==> src/rtl/wb_pkg.sv <==
// -----------------------------------------------------------------------------
// wb_pkg -- shared definitions for the write-back stage.
//   * register-address and field widths
//   * src_e : write-data source select (ALU / load / link)
//   * be_e  : load width select (word / half / byte)
// No ports; imported by wb_stage_if, wb_load_ext and wb_stage.
// -----------------------------------------------------------------------------
package wb_pkg;

  localparam int RA_W  = 5;  // register address width
  localparam int SRC_W = 2;  // in_src width
  localparam int BE_W  = 2;  // in_be width

  typedef enum logic [SRC_W-1:0] {
    SRC_ALU     = 2'd0,
    SRC_LOAD    = 2'd1,
    SRC_LINK    = 2'd2,
    SRC_ALU_ALT = 2'd3   // unused encoding, behaves as ALU
  } src_e;

  typedef enum logic [BE_W-1:0] {
    BE_WORD = 2'd0,
    BE_HALF = 2'd1,
    BE_BYTE = 2'd2
  } be_e;

endpackage

==> src/rtl/wb_stage_if.sv <==
// -----------------------------------------------------------------------------
// wb_stage_if -- bundle of the write-back stage's bus signals.
//   M->W handshake : in_valid / in_ready, in_flush
//   instruction    : in_we, in_wa, in_src, in_be, in_sext, in_ao, in_dr, in_pc4
//   late channels  : lt_valid / lt_ready, lt_wa (NLT*5), lt_wd (NLT*DW)
//   RF write port  : rf_we, rf_wa, rf_wd
// Modports: slave = the stage itself, master = its environment.
// -----------------------------------------------------------------------------
interface wb_stage_if
  import wb_pkg::*;
#(
  parameter int DW  = 32,
  parameter int NLT = 2
);

  logic                  in_valid;
  logic                  in_ready;
  logic                  in_flush;
  logic                  in_we;
  logic [RA_W-1:0]       in_wa;
  logic [SRC_W-1:0]      in_src;
  logic [BE_W-1:0]       in_be;
  logic                  in_sext;
  logic [DW-1:0]         in_ao;
  logic [DW-1:0]         in_dr;
  logic [DW-1:0]         in_pc4;

  logic [NLT-1:0]        lt_valid;
  logic [NLT-1:0]        lt_ready;
  logic [NLT*RA_W-1:0]   lt_wa;
  logic [NLT*DW-1:0]     lt_wd;

  logic                  rf_we;
  logic [RA_W-1:0]       rf_wa;
  logic [DW-1:0]         rf_wd;

  modport slave (
    input  in_valid, in_flush, in_we, in_wa, in_src, in_be, in_sext,
           in_ao, in_dr, in_pc4, lt_valid, lt_wa, lt_wd,
    output in_ready, lt_ready, rf_we, rf_wa, rf_wd
  );

  modport master (
    output in_valid, in_flush, in_we, in_wa, in_src, in_be, in_sext,
           in_ao, in_dr, in_pc4, lt_valid, lt_wa, lt_wd,
    input  in_ready, lt_ready, rf_we, rf_wa, rf_wd
  );

endinterface

==> src/rtl/wb_load_ext.sv <==
// -----------------------------------------------------------------------------
// wb_load_ext -- combinational load lane select and extension.
//   dr_i   in  DW  raw memory word
//   off_i  in  2   byte offset (ao[1:0]); off_i[0] ignored for half loads
//   be_i   in  2   load width (be_e)
//   sext_i in  1   sign-extend when 1, zero-extend when 0
//   data_o out DW  extended load value
// Lanes are little-endian: byte n = dr[8n+7:8n]. Requires DW >= 32.
// -----------------------------------------------------------------------------
module wb_load_ext
  import wb_pkg::*;
#(
  parameter int DW = 32
) (
  input  logic [DW-1:0] dr_i,
  input  logic [1:0]    off_i,
  input  be_e           be_i,
  input  logic          sext_i,
  output logic [DW-1:0] data_o
);

  logic [15:0] half;
  logic [7:0]  byte_v;

  // NOTE: every output of a combinational block gets a default first, so no
  // path through the case can leave it unassigned and infer a latch.
  always_comb begin
    half   = off_i[1] ? dr_i[31:16] : dr_i[15:0];
    byte_v = dr_i[{off_i, 3'b000} +: 8];
    data_o = dr_i;
    case (be_i)
      BE_HALF: data_o = {{(DW-16){sext_i & half[15]}}, half};
      BE_BYTE: data_o = {{(DW-8){sext_i & byte_v[7]}}, byte_v};
      default: data_o = dr_i;
    endcase
  end

endmodule

==> src/rtl/wb_stage.sv <==
// -----------------------------------------------------------------------------
// wb_stage -- pipeline write-back stage with late-result arbitration.
//   clk    in  1  clock, rising edge
//   reset  in  1  synchronous, active-high
//   bus    wb_stage_if.slave  (M->W handshake, late channels, RF write port)
// Parameters: DW datapath width, NLT late channels, STARVE starvation limit.
//
// One stage register holds the accepted instruction; rf_* are driven from it
// combinationally in the following cycle. When the stage is not writing, the
// RF port goes to one late channel chosen round-robin.
//
// Optional feature, macro WB_STARVE_GUARD_EN: a starvation counter forces a
// one-cycle in_ready bubble so a waiting late channel gets the write port.
// -----------------------------------------------------------------------------
module wb_stage
  import wb_pkg::*;
#(
  parameter int DW     = 32,
  parameter int NLT    = 2,
  parameter int STARVE = 4
) (
  input logic       clk,
  input logic       reset,
  wb_stage_if.slave bus
);

  localparam int PTR_W = (NLT > 1) ? $clog2(NLT) : 1;

  // stage register
  logic            valid_q, valid_d;
  logic            we_q;
  logic [RA_W-1:0] wa_q;
  src_e            src_q;
  be_e             be_q;
  logic            sext_q;
  logic [DW-1:0]   ao_q, dr_q, pc4_q;

  logic            accept;
  logic            writing;
  logic            bubble;
  logic [DW-1:0]   load_wd;
  logic [DW-1:0]   stage_wd;

  // late arbitration
  logic [PTR_W-1:0] ptr_q, ptr_d;
  logic [PTR_W-1:0] pick_idx;
  logic             pick_any;
  logic             grant;
  logic [RA_W-1:0]  lt_wa_sel;
  logic [DW-1:0]    lt_wd_sel;

  // ---------------------------------------------------------------------------
  // Acceptance. A flush still reports in_ready but discards the transfer.
  // ---------------------------------------------------------------------------
  assign accept  = bus.in_valid && bus.in_ready;
  assign valid_d = accept && !bus.in_flush;

  // NOTE: sequential state uses non-blocking assignments so every register
  // samples pre-edge values regardless of block ordering.
  always_ff @(posedge clk) begin
    if (reset) valid_q <= 1'b0;
    else       valid_q <= valid_d;
  end

  // NOTE: payload registers carry no reset; valid_q alone qualifies them.
  always_ff @(posedge clk) begin
    if (accept) begin
      we_q   <= bus.in_we;
      wa_q   <= bus.in_wa;
      src_q  <= src_e'(bus.in_src);
      be_q   <= be_e'(bus.in_be);
      sext_q <= bus.in_sext;
      ao_q   <= bus.in_ao;
      dr_q   <= bus.in_dr;
      pc4_q  <= bus.in_pc4;
    end
  end

  // A write to $0 never occupies the RF port, so late channels may use it.
  assign writing = !reset && valid_q && we_q && (wa_q != '0);

  // ---------------------------------------------------------------------------
  // Write-data formation
  // ---------------------------------------------------------------------------
  wb_load_ext #(.DW(DW)) u_load_ext (
    .dr_i   (dr_q),
    .off_i  (ao_q[1:0]),
    .be_i   (be_q),
    .sext_i (sext_q),
    .data_o (load_wd)
  );

  always_comb begin
    case (src_q)
      SRC_LOAD: stage_wd = load_wd;
      SRC_LINK: stage_wd = pc4_q + DW'(4);
      default:  stage_wd = ao_q;
    endcase
  end

  // ---------------------------------------------------------------------------
  // Round-robin pick: first requesting channel at or after ptr_q.
  // ---------------------------------------------------------------------------
  always_comb begin
    pick_any = 1'b0;
    pick_idx = ptr_q;
    for (int k = 0; k < NLT; k++) begin
      if (!pick_any && bus.lt_valid[(int'(ptr_q) + k) % NLT]) begin
        pick_any = 1'b1;
        pick_idx = PTR_W'((int'(ptr_q) + k) % NLT);
      end
    end
  end

  assign grant     = !reset && !writing && pick_any;
  assign lt_wa_sel = bus.lt_wa[int'(pick_idx)*RA_W +: RA_W];
  assign lt_wd_sel = bus.lt_wd[int'(pick_idx)*DW +: DW];

  always_comb begin
    ptr_d = ptr_q;
    if (grant) ptr_d = (pick_idx == PTR_W'(NLT-1)) ? '0 : pick_idx + 1'b1;
  end

  always_ff @(posedge clk) begin
    if (reset) ptr_q <= '0;
    else       ptr_q <= ptr_d;
  end

  always_comb begin
    bus.lt_ready = '0;
    if (grant) bus.lt_ready[pick_idx] = 1'b1;
  end

  // ---------------------------------------------------------------------------
  // RF write port: stage has priority; a granted late write to $0 completes
  // its handshake without asserting rf_we.
  // ---------------------------------------------------------------------------
  always_comb begin
    bus.rf_we = 1'b0;
    bus.rf_wa = wa_q;
    bus.rf_wd = stage_wd;
    if (writing) begin
      bus.rf_we = 1'b1;
    end else if (grant) begin
      bus.rf_we = (lt_wa_sel != '0);
      bus.rf_wa = lt_wa_sel;
      bus.rf_wd = lt_wd_sel;
    end
  end

  // ---------------------------------------------------------------------------
  // Starvation guard
  // ---------------------------------------------------------------------------
`ifdef WB_STARVE_GUARD_EN
  localparam int CNT_W = $clog2(STARVE + 1);

  logic [CNT_W-1:0] starve_q, starve_d;

  always_comb begin
    starve_d = starve_q;
    if (grant || !(|bus.lt_valid))           starve_d = '0;
    else if (starve_q != CNT_W'(STARVE))     starve_d = starve_q + 1'b1;
  end

  always_ff @(posedge clk) begin
    if (reset) starve_q <= '0;
    else       starve_q <= starve_d;
  end

  // The bubble is needed only while the stage still holds the port; refusing
  // the next instruction guarantees the following cycle is free. Once the
  // stage empties, the grant itself clears the counter.
  assign bubble = (starve_q == CNT_W'(STARVE)) && writing;
`else
  assign bubble = 1'b0;
`endif

  assign bus.in_ready = !reset && !bubble;

endmodule

==> src/flat_wrapper.sv <==
// flat-port wrapper written by rule: the top's interface ports become plain ports
module wb_stage_flat import wb_pkg::*;
#(
  parameter int DW     = 32,
  parameter int NLT    = 2,
  parameter int STARVE = 4
)
  (clk, reset, bus_in_valid, bus_in_flush, bus_in_we, bus_in_wa, bus_in_src, bus_in_be, bus_in_sext, bus_in_ao, bus_in_dr, bus_in_pc4, bus_lt_valid, bus_lt_wa, bus_lt_wd, bus_in_ready, bus_lt_ready, bus_rf_we, bus_rf_wa, bus_rf_wd);
  wb_stage_if #(.DW(DW), .NLT(NLT)) bus_i ();
  input logic clk;
  input logic reset;
  input wire logic [$bits(bus_i.in_valid)-1:0] bus_in_valid;
  input wire logic [$bits(bus_i.in_flush)-1:0] bus_in_flush;
  input wire logic [$bits(bus_i.in_we)-1:0] bus_in_we;
  input wire logic [$bits(bus_i.in_wa)-1:0] bus_in_wa;
  input wire logic [$bits(bus_i.in_src)-1:0] bus_in_src;
  input wire logic [$bits(bus_i.in_be)-1:0] bus_in_be;
  input wire logic [$bits(bus_i.in_sext)-1:0] bus_in_sext;
  input wire logic [$bits(bus_i.in_ao)-1:0] bus_in_ao;
  input wire logic [$bits(bus_i.in_dr)-1:0] bus_in_dr;
  input wire logic [$bits(bus_i.in_pc4)-1:0] bus_in_pc4;
  input wire logic [$bits(bus_i.lt_valid)-1:0] bus_lt_valid;
  input wire logic [$bits(bus_i.lt_wa)-1:0] bus_lt_wa;
  input wire logic [$bits(bus_i.lt_wd)-1:0] bus_lt_wd;
  output wire logic [$bits(bus_i.in_ready)-1:0] bus_in_ready;
  output wire logic [$bits(bus_i.lt_ready)-1:0] bus_lt_ready;
  output wire logic [$bits(bus_i.rf_we)-1:0] bus_rf_we;
  output wire logic [$bits(bus_i.rf_wa)-1:0] bus_rf_wa;
  output wire logic [$bits(bus_i.rf_wd)-1:0] bus_rf_wd;
  assign bus_i.in_valid = bus_in_valid;
  assign bus_i.in_flush = bus_in_flush;
  assign bus_i.in_we = bus_in_we;
  assign bus_i.in_wa = bus_in_wa;
  assign bus_i.in_src = bus_in_src;
  assign bus_i.in_be = bus_in_be;
  assign bus_i.in_sext = bus_in_sext;
  assign bus_i.in_ao = bus_in_ao;
  assign bus_i.in_dr = bus_in_dr;
  assign bus_i.in_pc4 = bus_in_pc4;
  assign bus_i.lt_valid = bus_lt_valid;
  assign bus_i.lt_wa = bus_lt_wa;
  assign bus_i.lt_wd = bus_lt_wd;
  assign bus_in_ready = bus_i.in_ready;
  assign bus_lt_ready = bus_i.lt_ready;
  assign bus_rf_we = bus_i.rf_we;
  assign bus_rf_wa = bus_i.rf_wa;
  assign bus_rf_wd = bus_i.rf_wd;
  wb_stage #(.DW(DW), .NLT(NLT), .STARVE(STARVE)) u_core (.clk(clk), .reset(reset), .bus(bus_i));
endmodule
==> config.mk <==
export PLATFORM = sky130hd
export DESIGN_NAME = wb_stage_flat
export DESIGN_NICKNAME = d
export VERILOG_FILES = /design/src/rtl/wb_pkg.sv /design/src/rtl/wb_stage_if.sv /design/src/rtl/wb_load_ext.sv /design/src/rtl/wb_stage.sv /design/src/flat_wrapper.sv
export SDC_FILE = /design/constraint.sdc
export NUM_CORES = 1
export LEC_CHECK = 0
export CAP_MARGIN = 20
export CORE_UTILIZATION = 40
export CTS_CLUSTER_DIAMETER = 60
export DETAILED_ROUTE_END_ITERATION = 16
export GPL_ROUTABILITY_DRIVEN = 0
export MAX_ROUTING_LAYER = met4
export PLACE_DENSITY_LB_ADDON = 0.12
export RECOVER_POWER = 25
export SYNTH_ARGS = -nofsm -noshare
export SYNTH_HDL_FRONTEND = slang
export SYNTH_SLANG_ARGS = --single-unit
==> constraint.sdc <==
create_clock -name clk -period 7.84 [get_ports clk]
set_clock_uncertainty 0.1 [all_clocks]
set_input_delay 1.176 -clock clk [delete_from_list [all_inputs] [get_ports clk]]
set_output_delay 1.176 -clock clk [all_outputs]
set_load 0.03 [all_outputs]
==> run_results.csv, run 1 <==
group,metric,value,unit
status,status,"finished clean",
synthesis,synth_cells,506,
synthesis,synth.largest_area_cell,"edfxtp_1",
routing,routed_wl,18750,um
worst_setup_path,worst-setup-path-type,"in2out",
floorplan,core-area,14530,sq um
global_routing,grt_pass1_vias,4737,
clock_network,numCtsBuffers,9,
synthesis,syn_nets,698,
power_and_ir_drop,totalPowerFinal,1.714,mW
routing,post-route-drc-count,0,
clock_network,cts_tree,"built",
synthesis,synth.avg_cell_area,11.78,sq um
worst_setup_path,critPathMaxFanout,32,
sta,setup_viol,0,
power_and_ir_drop,power.share.clock,32.6,%
synthesis,synth-async-reset-ratio,0,%
synthesis,ys_ff_latch,109,
clock_network,clk_path_buf_depth,2,
sta,tightest_slew,1.009,ns
floorplan,die_w,124.1,um
sta,final.setup.tns,0,ns
clock_network,clock_latency,0.35,ns
sta,hold_viol,0,
place,io_buffers,227,
power_and_ir_drop,p_sw,0.4706,mW
clock_network,cts-root-buf,"clkbuf_16",
synthesis,synthesis.area,5959,sq um
floorplan,die_area,15390,sq um
layout,final_common_cell,"clkdlybuf4s50_1",
routing,first_pass_iters,5,
layout,drive_gt1_share,7.083,%
synthesis,synth_warnings,0,
layout,final_nets,907,
power_and_ir_drop,netSwitchingFraction,27.46,%
worst_setup_path,critPathCaptureType,"output pin",
clock_network,clock-sinks,109,
run,drv_cap,0,
clock_network,clk_pin_slew_worst_paths,0.07,ns
worst_setup_path,cp.required,6.56,ns
power_and_ir_drop,p_leak,3.015,nW
floorplan,io_pins,228,
global_routing,grt_max_degree,65,
place,hpwl,14290,um
clock_network,cts_htree_levels,3,
clock_network,cts_hold_buf,0,
sta,grt_setup_unrepaired,"false",
worst_setup_path,crit_arrival,4.15,ns
floorplan,dieHeight,124.1,um
power_and_ir_drop,intPower,1.243,mW
floorplan,rows,44,
synthesis,ys_seq_area_share,54.59,%
sta,max_slew_margin,32.72,%
synthesis,synth_top_area_share,53.92,%
floorplan,start_util,41.00,%
layout,synthToLayoutAreaGrowth,47.37,%
clock_network,cts_resized,0,
global_routing,antenna_found_initial,1,
worst_setup_path,start_kind,"primary input",
power_and_ir_drop,seqPwrFrac,41.4,%
synthesis,synth_cell_types,46,
routing,drt-initial-drc-count,450,
global_routing,grt_pass1_wl,27040,um
routing,vias,4969,
routing,postRouteAntennaNets,0,
sta,period_needed,5.421,ns
synthesis,synthTopCellsByArea,"edfxtp_1 54%, mux2i_1 6.7%, a211oi_2 4.0%",
clock_network,post_cts_buffers,0,
synthesis,ys.flop_type,"edfxtp_1",
sta,fin_crit_sh,69.15,%
power_and_ir_drop,max-vdd-ir-drop,0.1325,mV
power_and_ir_drop,power_density,195.1,nW/um^2
routing,post_drt_wl_per_cell,20.71,um
sta,fmax,0.1845,GHz
worst_hold_path,hp-class,"reg2reg",
global_routing,grt_util_all_layers,25.10,%
global_routing,grt.overflow.total,0,
sta,maxSlewViolCount,0,
layout,final_cell_mix,"163 x clkdlybuf4s50_1, 107 x edfxtp_1, 64 x dlygate4sd3_1",
routing,vias_per_cell,5.491,
synthesis,synth_edf_count,107,
power_and_ir_drop,combPwrFrac,26.0,%
cell families after synthesis:
| logic type | share of synthesized area [%] |
|---|---|
| compound gates | 16.46 |
| buf+inv | 3.506 |
| xor+xnor | 3.968 |
| flops | 54.59 |
| fa+ha+maj | 1.218 |
| mux | 8.041 |
| simple gates | 12.22 |
cell type report:
cell class	count	area, sq um
Antenna cell	1	2.502
Clock buffer	9	225.2
Clock inverter	7	146.4
Fill cell	1204	5752
Inverter	13	48.80
Multi-Input combinational cell	348	2506
Sequential cell	109	3253
Tap cell	184	230.2
Timing Repair Buffer	234	2370
metal layers:
layer / up-vias / share of wire [%] / track usage [%]
li1: 2371 / - / -
met1: 2360 / 44 / 33.79
met2: 223 / 46 / 38.16
met3: 15 / 8.9 / 5.449
met4: 0 / 1.2 / 7.068
met5: - / 0 / -
sequential cells by signal, indices dropped and copies added (netlist names):
| signal | count |
|---|---|
| u_core.we_q | 1 |
| u_core.ao_q | 32 |
| u_core.src_q | 2 |
| u_core.dr_q | 32 |
| u_core.wa_q | 5 |
| u_core.be_q | 2 |
| u_core.pc4_q | 32 |
| u_core.ptr_q | 1 |
| u_core.sext_q | 1 |
| u_core.valid_q | 1 |
critical path, cell delays in order:
cell	delay, ns
clkdlybuf4s50_1	0.47
nor2_1	0.23
or3_1	0.80
nand2_4	0.32
o41a_1	0.53
clkdlybuf4s50_1	0.61
cells in the mapped netlist, types with 6 or more instances:
master,instances
edfxtp_1,107
mux2i_1,40
nand2b_1,27
nor3_1,24
nand2_1,23
o21ai_0,23
clkbuf_1,21
xnor2_1,21
a221oi_1,20
nor2_1,20
a211oi_2,19
a21oi_1,19
nand3_1,13
o22ai_1,12
inv_1,11
nand4_1,9
a211oi_1,8
buf_2,8
o21ai_1,8
a31oi_1,6
xor2_1,6
power by group through the flow:
stage | Clock [mW] | Sequential [mW] | Combinational, mW
global route | 0.590 | 0.714 | 0.474
CTS | 0.567 | 0.710 | 0.448
floorplan | 0 | 0.715 | 0.242
detailed placement | 0 | 0.723 | 0.447
finish | 0.559 | 0.710 | 0.445
global placement | 0 | 0.722 | 0.443
metrics by stage:
step / util [%] / area (sq um) / hold slack [ns] / std cells / setup slack, ns
after floorplan: - / 5959 / 0.4131 / 506 / 1.199
after global placement: 57.39 / 8341 / 0.4517 / 885 / 2.441
after detailed placement: 57.39 / 8341 / 0.4642 / 885 / 2.423
after CTS: 59.94 / 8712 / 0.4742 / 901 / 2.407
after global routing: 60.43 / 8782 / 0.5036 / 905 / 2.194
final: 60.43 / 8782 / 0.4640 / 905 / 2.419
final timing paths:
| check | from | to | slack [ns] | cells past startpoint |
|---|---|---|---|---|
| worst min register to register | u_core.ptr_q | u_core.ptr_q | 0.46 | 2 |
| worst min-delay path | u_core.ptr_q | u_core.ptr_q | 0.46 | 2 |
| worst max register to register | u_core.wa_q[2] | u_core.ptr_q | 5.57 | 6 |
| worst max-delay path | bus_lt_valid[1] | bus_rf_wd[10] | 2.42 | 6 |
Power figures use the tool's default switching activity.
==> run 2: changes to the inputs <==
Clock period 7.84 ns to 4.6 ns, I/O delays scaled along.
==> run_results.csv, run 2 (synthesis gave the netlist of run 1 again) <==
group,metric,value,unit
global_routing,grt_pass1_vias,4832,
clock_network,cts_htree_levels,3,
routing,vias_per_cell,5.549,
place,io_buffers,227,
clock_network,clk_pin_slew_worst_paths,0.07,ns
routing,routed_wl,18410,um
sta,final.setup.tns,0,ns
sta,maxSlewViolCount,0,
worst_setup_path,critPathMaxFanout,22,
layout,final_cell_mix,"163 x clkdlybuf4s50_1, 107 x edfxtp_1, 64 x dlygate4sd3_1",
power_and_ir_drop,seqPwrFrac,43.3,%
routing,first_pass_iters,6,
global_routing,grt_util_all_layers,24.43,%
run,drv_cap,0,
worst_setup_path,cp.required,3.81,ns
sta,hold_viol,0,
place,postPlaceCellArea,8413,sq um
worst_setup_path,start_kind,"primary input",
layout,fillers,1241,
power_and_ir_drop,netSwitchingFraction,28.10,%
routing,postRouteAntennaNets,0,
power_and_ir_drop,max-vdd-ir-drop,0.2145,mV
layout,drive_gt1_share,7.310,%
global_routing,grt.overflow.total,0,
layout,reg_top3,"u_core.ao_q: 32 flops, u_core.dr_q: 32 flops, u_core.pc4_q: 32 flops",
power_and_ir_drop,power_density,319.6,nW/um^2
clock_network,clk_path_buf_depth,2,
floorplan,core-area,14530,sq um
floorplan,die_area,15390,sq um
global_routing,grt_max_degree,68,
status,status,"finished clean",
routing,vias,5066,
clock_network,cts_tree,"built",
power_and_ir_drop,intPower,2.006,mW
global_routing,antenna_found_initial,4,
sta,period_needed,4.275,ns
routing,post-route-drc-count,0,
floorplan,die_w,124.1,um
sta,max_slew_margin,42.88,%
sta,grt_setup_unrepaired,"false",
worst_setup_path,cp_cell_sequence,"clkdlybuf4s50_1, maj3_2, buf_4, mux2i_1, a211oi_2, clkdlybuf4s50_1",
clock_network,clock_latency,0.35,ns
global_routing,grt_pass1_wl,26480,um
clock_network,cts-root-buf,"clkbuf_16",
sta,setup_viol,0,
worst_setup_path,crit_slowest_cell,"clkdlybuf4s50_1",
floorplan,rows,44,
floorplan,dieHeight,124.1,um
worst_setup_path,worst-setup-path-type,"in2out",
floorplan,io_pins,228,
worst_hold_path,hp-class,"reg2reg",
clock_network,post_cts_buffers,0,
power_and_ir_drop,power.share.clock,29.2,%
routing,drt-initial-drc-count,497,
clock_network,cts_hold_buf,0,
place,hpwl,14050,um
worst_setup_path,crit_arrival,3.49,ns
layout,design_area,8732,sq um
power_and_ir_drop,p_leak,2.996,nW
routing,post_drt_wl_per_cell,20.16,um
clock_network,numCtsBuffers,9,
layout,final_common_cell,"clkdlybuf4s50_1",
sta,tightest_slew,0.8569,ns
clock_network,cts_resized,0,
sta,fin_crit_sh,92.94,%
worst_setup_path,critPathCaptureType,"output pin",
clock_network,clock-sinks,109,
power_and_ir_drop,combPwrFrac,27.5,%
power_and_ir_drop,p_sw,0.7842,mW
layout,synthToLayoutAreaGrowth,46.53,%
layout,final_nets,912,
floorplan,start_util,41.00,%
worst_setup_path,crit_path_max_incr_delay,0.71,ns
worst_setup_path,cp_common_cell,"clkdlybuf4s50_1",
sta,fmax,0.2339,GHz
==> run 2: worst paths after layout <==
path,start,endpoint,slack [ns],depth (start not counted)
max,bus_lt_valid[1],bus_rf_wd[29],0.32,6
min,u_core.ptr_q,u_core.ptr_q,0.49,2
max reg2reg,u_core.wa_q[2],u_core.ptr_q,2.51,5
min reg2reg,u_core.ptr_q,u_core.ptr_q,0.49,2
==> run 2: critical path, delay by kind of cell <==
family,cells,cell delay [ns]
buf+inv,3,1.68
mux,1,0.17
compound gates,1,0.24
fa+ha+maj,1,0.69
==> run 2: power by group through the flow <==
stage	Clock, mW	Combinational [mW]	Sequential (mW)
2_1_floorplan	0	0.413	1.22
3_3_place_gp	0	0.767	1.23
3_5_place_dp	0	0.775	1.23
4_1_cts	0.832	0.779	1.21
5_1_grt	0.872	0.816	1.21
6_report	0.815	0.767	1.21
==> run 2: per-stage QoR <==
stage | util, % | hold slack (ns) | power [mW] | instances | setup WS [ns]
floorplan | - | 0.4131 | 1.628 | 506 | 0.5700
global placement | 57.89 | 0.4444 | 1.992 | 893 | 0.4795
detailed placement | 57.89 | 0.4627 | 2.004 | 893 | 0.3298
CTS | 60.01 | 0.4724 | 2.818 | 909 | 0.3003
global route | 60.08 | 0.5190 | 2.902 | 913 | 0.2224
finish | 60.08 | 0.4858 | 2.790 | 913 | 0.3247
==> run 2: area by class of cell <==
class                   instances  area (sq um)  area share [%]
flip-flops and latches        109          3253           37.25
diodes                          4         10.01          0.1146
multi-input cells             348          2506           28.70
clock inverters                 4         72.57          0.8311
inverters                      13         48.80          0.5588
clock buffers                  12         236.5           2.708
well taps                     184         230.2           2.636
repair buffers                239          2375           27.20
==> run 2: layer usage <==
layer / part of all wire [%] / up-vias / global-route usage (%)
met1: 42 / 2409 / 30.08
met2: 48 / 265 / 40.09
li1: - / 2375 / -
met3: 8.9 / 17 / 6.090
met5: 0 / - / -
met4: 1.2 / 0 / 6.250
==> run 3: changes to the inputs <==
Settings changed: RECOVER_POWER 25 to not set.
==> run_results.csv, run 3 (synthesis gave the netlist of run 1 again) <==
group,metric,value,unit
sta,hold_viol,0,
routing,met1_length,7761,um
clock_network,post_cts_buffers,0,
floorplan,start_util,41.00,%
worst_setup_path,crit_path_max_incr_delay,0.71,ns
worst_setup_path,cp.depth,6,
sta,setup_viol,0,
power_and_ir_drop,intPower,2.017,mW
place,postPlaceCellArea,8413,sq um
layout,reg_top3,"u_core.ao_q: 32 flops, u_core.dr_q: 32 flops, u_core.pc4_q: 32 flops",
power_and_ir_drop,power.share.clock,29.0,%
sta,fmax,0.2331,GHz
sta,max_slew_margin,43.20,%
layout,synthToLayoutAreaGrowth,46.36,%
sta,holdWs,0.4963,ns
clock_network,clk_pin_slew_worst_paths,0.07,ns
worst_setup_path,path_delay_family,"buffers and inverters",
power_and_ir_drop,netSwitchingFraction,27.92,%
worst_setup_path,worst-setup-path-type,"in2out",
worst_setup_path,cp_cell_sequence,"clkdlybuf4s50_1, maj3_2, buf_4, mux2i_1, a211oi_2, clkdlybuf4s50_1",
sta,period_needed,4.290,ns
global_routing,grt.overflow.total,0,
routing,first_pass_iters,6,
global_routing,antenna_found_initial,0,
floorplan,core-area,14530,sq um
worst_setup_path,crit_arrival,3.50,ns
place,hpwl,14050,um
routing,routed_wl,18390,um
status,status,"finished clean",
clock_network,numCtsBuffers,9,
worst_setup_path,critPathCaptureType,"output pin",
power_and_ir_drop,p_leak,2.979,nW
place,io_buffers,227,
floorplan,dieHeight,124.1,um
worst_hold_path,hp-class,"reg2reg",
worst_setup_path,crit_slowest_cell,"clkdlybuf4s50_1",
worst_setup_path,rr_endpoint,"u_core.ptr_q",
global_routing,grt_pass1_vias,4832,
clock_network,cts-root-buf,"clkbuf_16",
power_and_ir_drop,seqPwrFrac,43.2,%
run,drv_cap,0,
sta,fin_crit_sh,93.26,%
worst_setup_path,regToRegSetupSlack,2.50,ns
worst_setup_path,worstSetupStartpoint,"bus_lt_valid[1]",
layout,final_cell_mix,"227 x clkdlybuf4s50_1, 107 x edfxtp_1, 40 x mux2i_1",
floorplan,die_w,124.1,um
routing,post_drt_wl_per_cell,20.24,um
worst_setup_path,critPathBufInv,3,
worst_setup_path,cp.required,3.81,ns
worst_setup_path,cp_common_cell,"clkdlybuf4s50_1",
layout,design_area,8722,sq um
clock_network,cts_htree_levels,3,
clock_network,clk_path_buf_depth,2,
power_and_ir_drop,combPwrFrac,27.8,%
power_and_ir_drop,max-vdd-ir-drop,0.2161,mV
routing,dr_wl_met3,1645,um
routing,vias,5061,
worst_setup_path,start_kind,"primary input",
sta,tightest_slew,0.8520,ns
layout,antenna_cells,0,
clock_network,cts_hold_buf,0,
routing,routed-wl-met2,8727,um
clock_network,clock_latency,0.35,ns
routing,top_layer,"met4",
clock_network,clock-sinks,109,
worst_setup_path,critPathMaxFanout,22,
sta,maxSlewViolCount,0,
worst_setup_path,reg2reg_from,"u_core.wa_q[2]",
layout,final_common_cell,"clkdlybuf4s50_1",
clock_network,cts_resized,0,
layout,fillers,1242,
power_and_ir_drop,p_sw,0.7814,mW
global_routing,grt_max_degree,68,
floorplan,io_pins,228,
layout,final_nets,912,
place,preCtsSetupSlack,0.3298,ns
routing,post-route-drc-count,0,
clock_network,cts_tree,"built",
power_and_ir_drop,power_density,320.9,nW/um^2
layout,drive_gt1_share,7.310,%
routing,vias_per_cell,5.568,
floorplan,rows,44,
sta,fin_ws,0.3102,ns
sta,final.setup.tns,0,ns
worst_setup_path,cp-endpoint,"bus_rf_wd[29]",
routing,drt-initial-drc-count,464,
global_routing,grt_pass1_wl,26480,um
sta,grt_setup_unrepaired,"false",
global_routing,grt_util_all_layers,24.43,%
floorplan,die_area,15390,sq um
worst_setup_path,r2r_cells,5,
routing,postRouteAntennaNets,0,
## run 3: tightest hold or removal path, delay by kind of cell (launching register included)
| kind | cells | cell delay (ns) |
|---|---|---|
| AO/OA/AOI/OAI | 1 | 0.16 |
| AND/OR/NAND/NOR | 1 | 0.05 |
| flip-flops | 1 | 0.35 |
## run 3: power by group through the flow
stage	clock [mW]	sequential [mW]	combinational [mW]
after floorplan	0	1.22	0.413
after global placement	0	1.23	0.767
after detailed placement	0	1.23	0.775
after CTS	0.832	1.21	0.779
after global routing	0.871	1.21	0.827
final	0.813	1.21	0.778
## run 3: per-layer routing
metal / track usage [%] / up-vias
met5: - / -
met4: 6.250 / 0
met3: 6.090 / 28
met2: 40.09 / 255
met1: 30.08 / 2402
li1: - / 2376
## run 3: worst min-delay path by stage
| stage | start | end | slack (ns) | cells past startpoint |
|---|---|---|---|---|
| floorplan | u_core.ptr_q | u_core.ptr_q | 0.41 | 2 |
| global placement | u_core.ptr_q | u_core.ptr_q | 0.44 | 2 |
| detailed placement | u_core.ptr_q | u_core.ptr_q | 0.46 | 2 |
| CTS | u_core.ptr_q | u_core.ptr_q | 0.47 | 2 |
| global route | u_core.ptr_q | u_core.ptr_q | 0.52 | 2 |
| finish | u_core.ptr_q | u_core.ptr_q | 0.50 | 2 |
## run 3: layout make-up
| cell class | count | area [sq um] | area share (%) |
|---|---|---|---|
| clock buffer | 12 | 236.5 | 2.711 |
| multi-input combinational | 348 | 2506 | 28.73 |
| tap | 184 | 230.2 | 2.640 |
| inverter | 13 | 48.80 | 0.5595 |
| clock inverter | 4 | 72.57 | 0.8320 |
| sequential | 109 | 3253 | 37.30 |
| timing repair buffer | 239 | 2375 | 27.23 |
## run 3: per-stage QoR
stage / total power, mW / util (%) / std cells
after detailed placement: 2.004 / 57.89 / 893
after global placement: 1.992 / 57.89 / 893
after CTS: 2.818 / 60.01 / 909
after floorplan: 1.628 / - / 506
after global routing: 2.912 / 60.01 / 909
final: 2.799 / 60.01 / 909
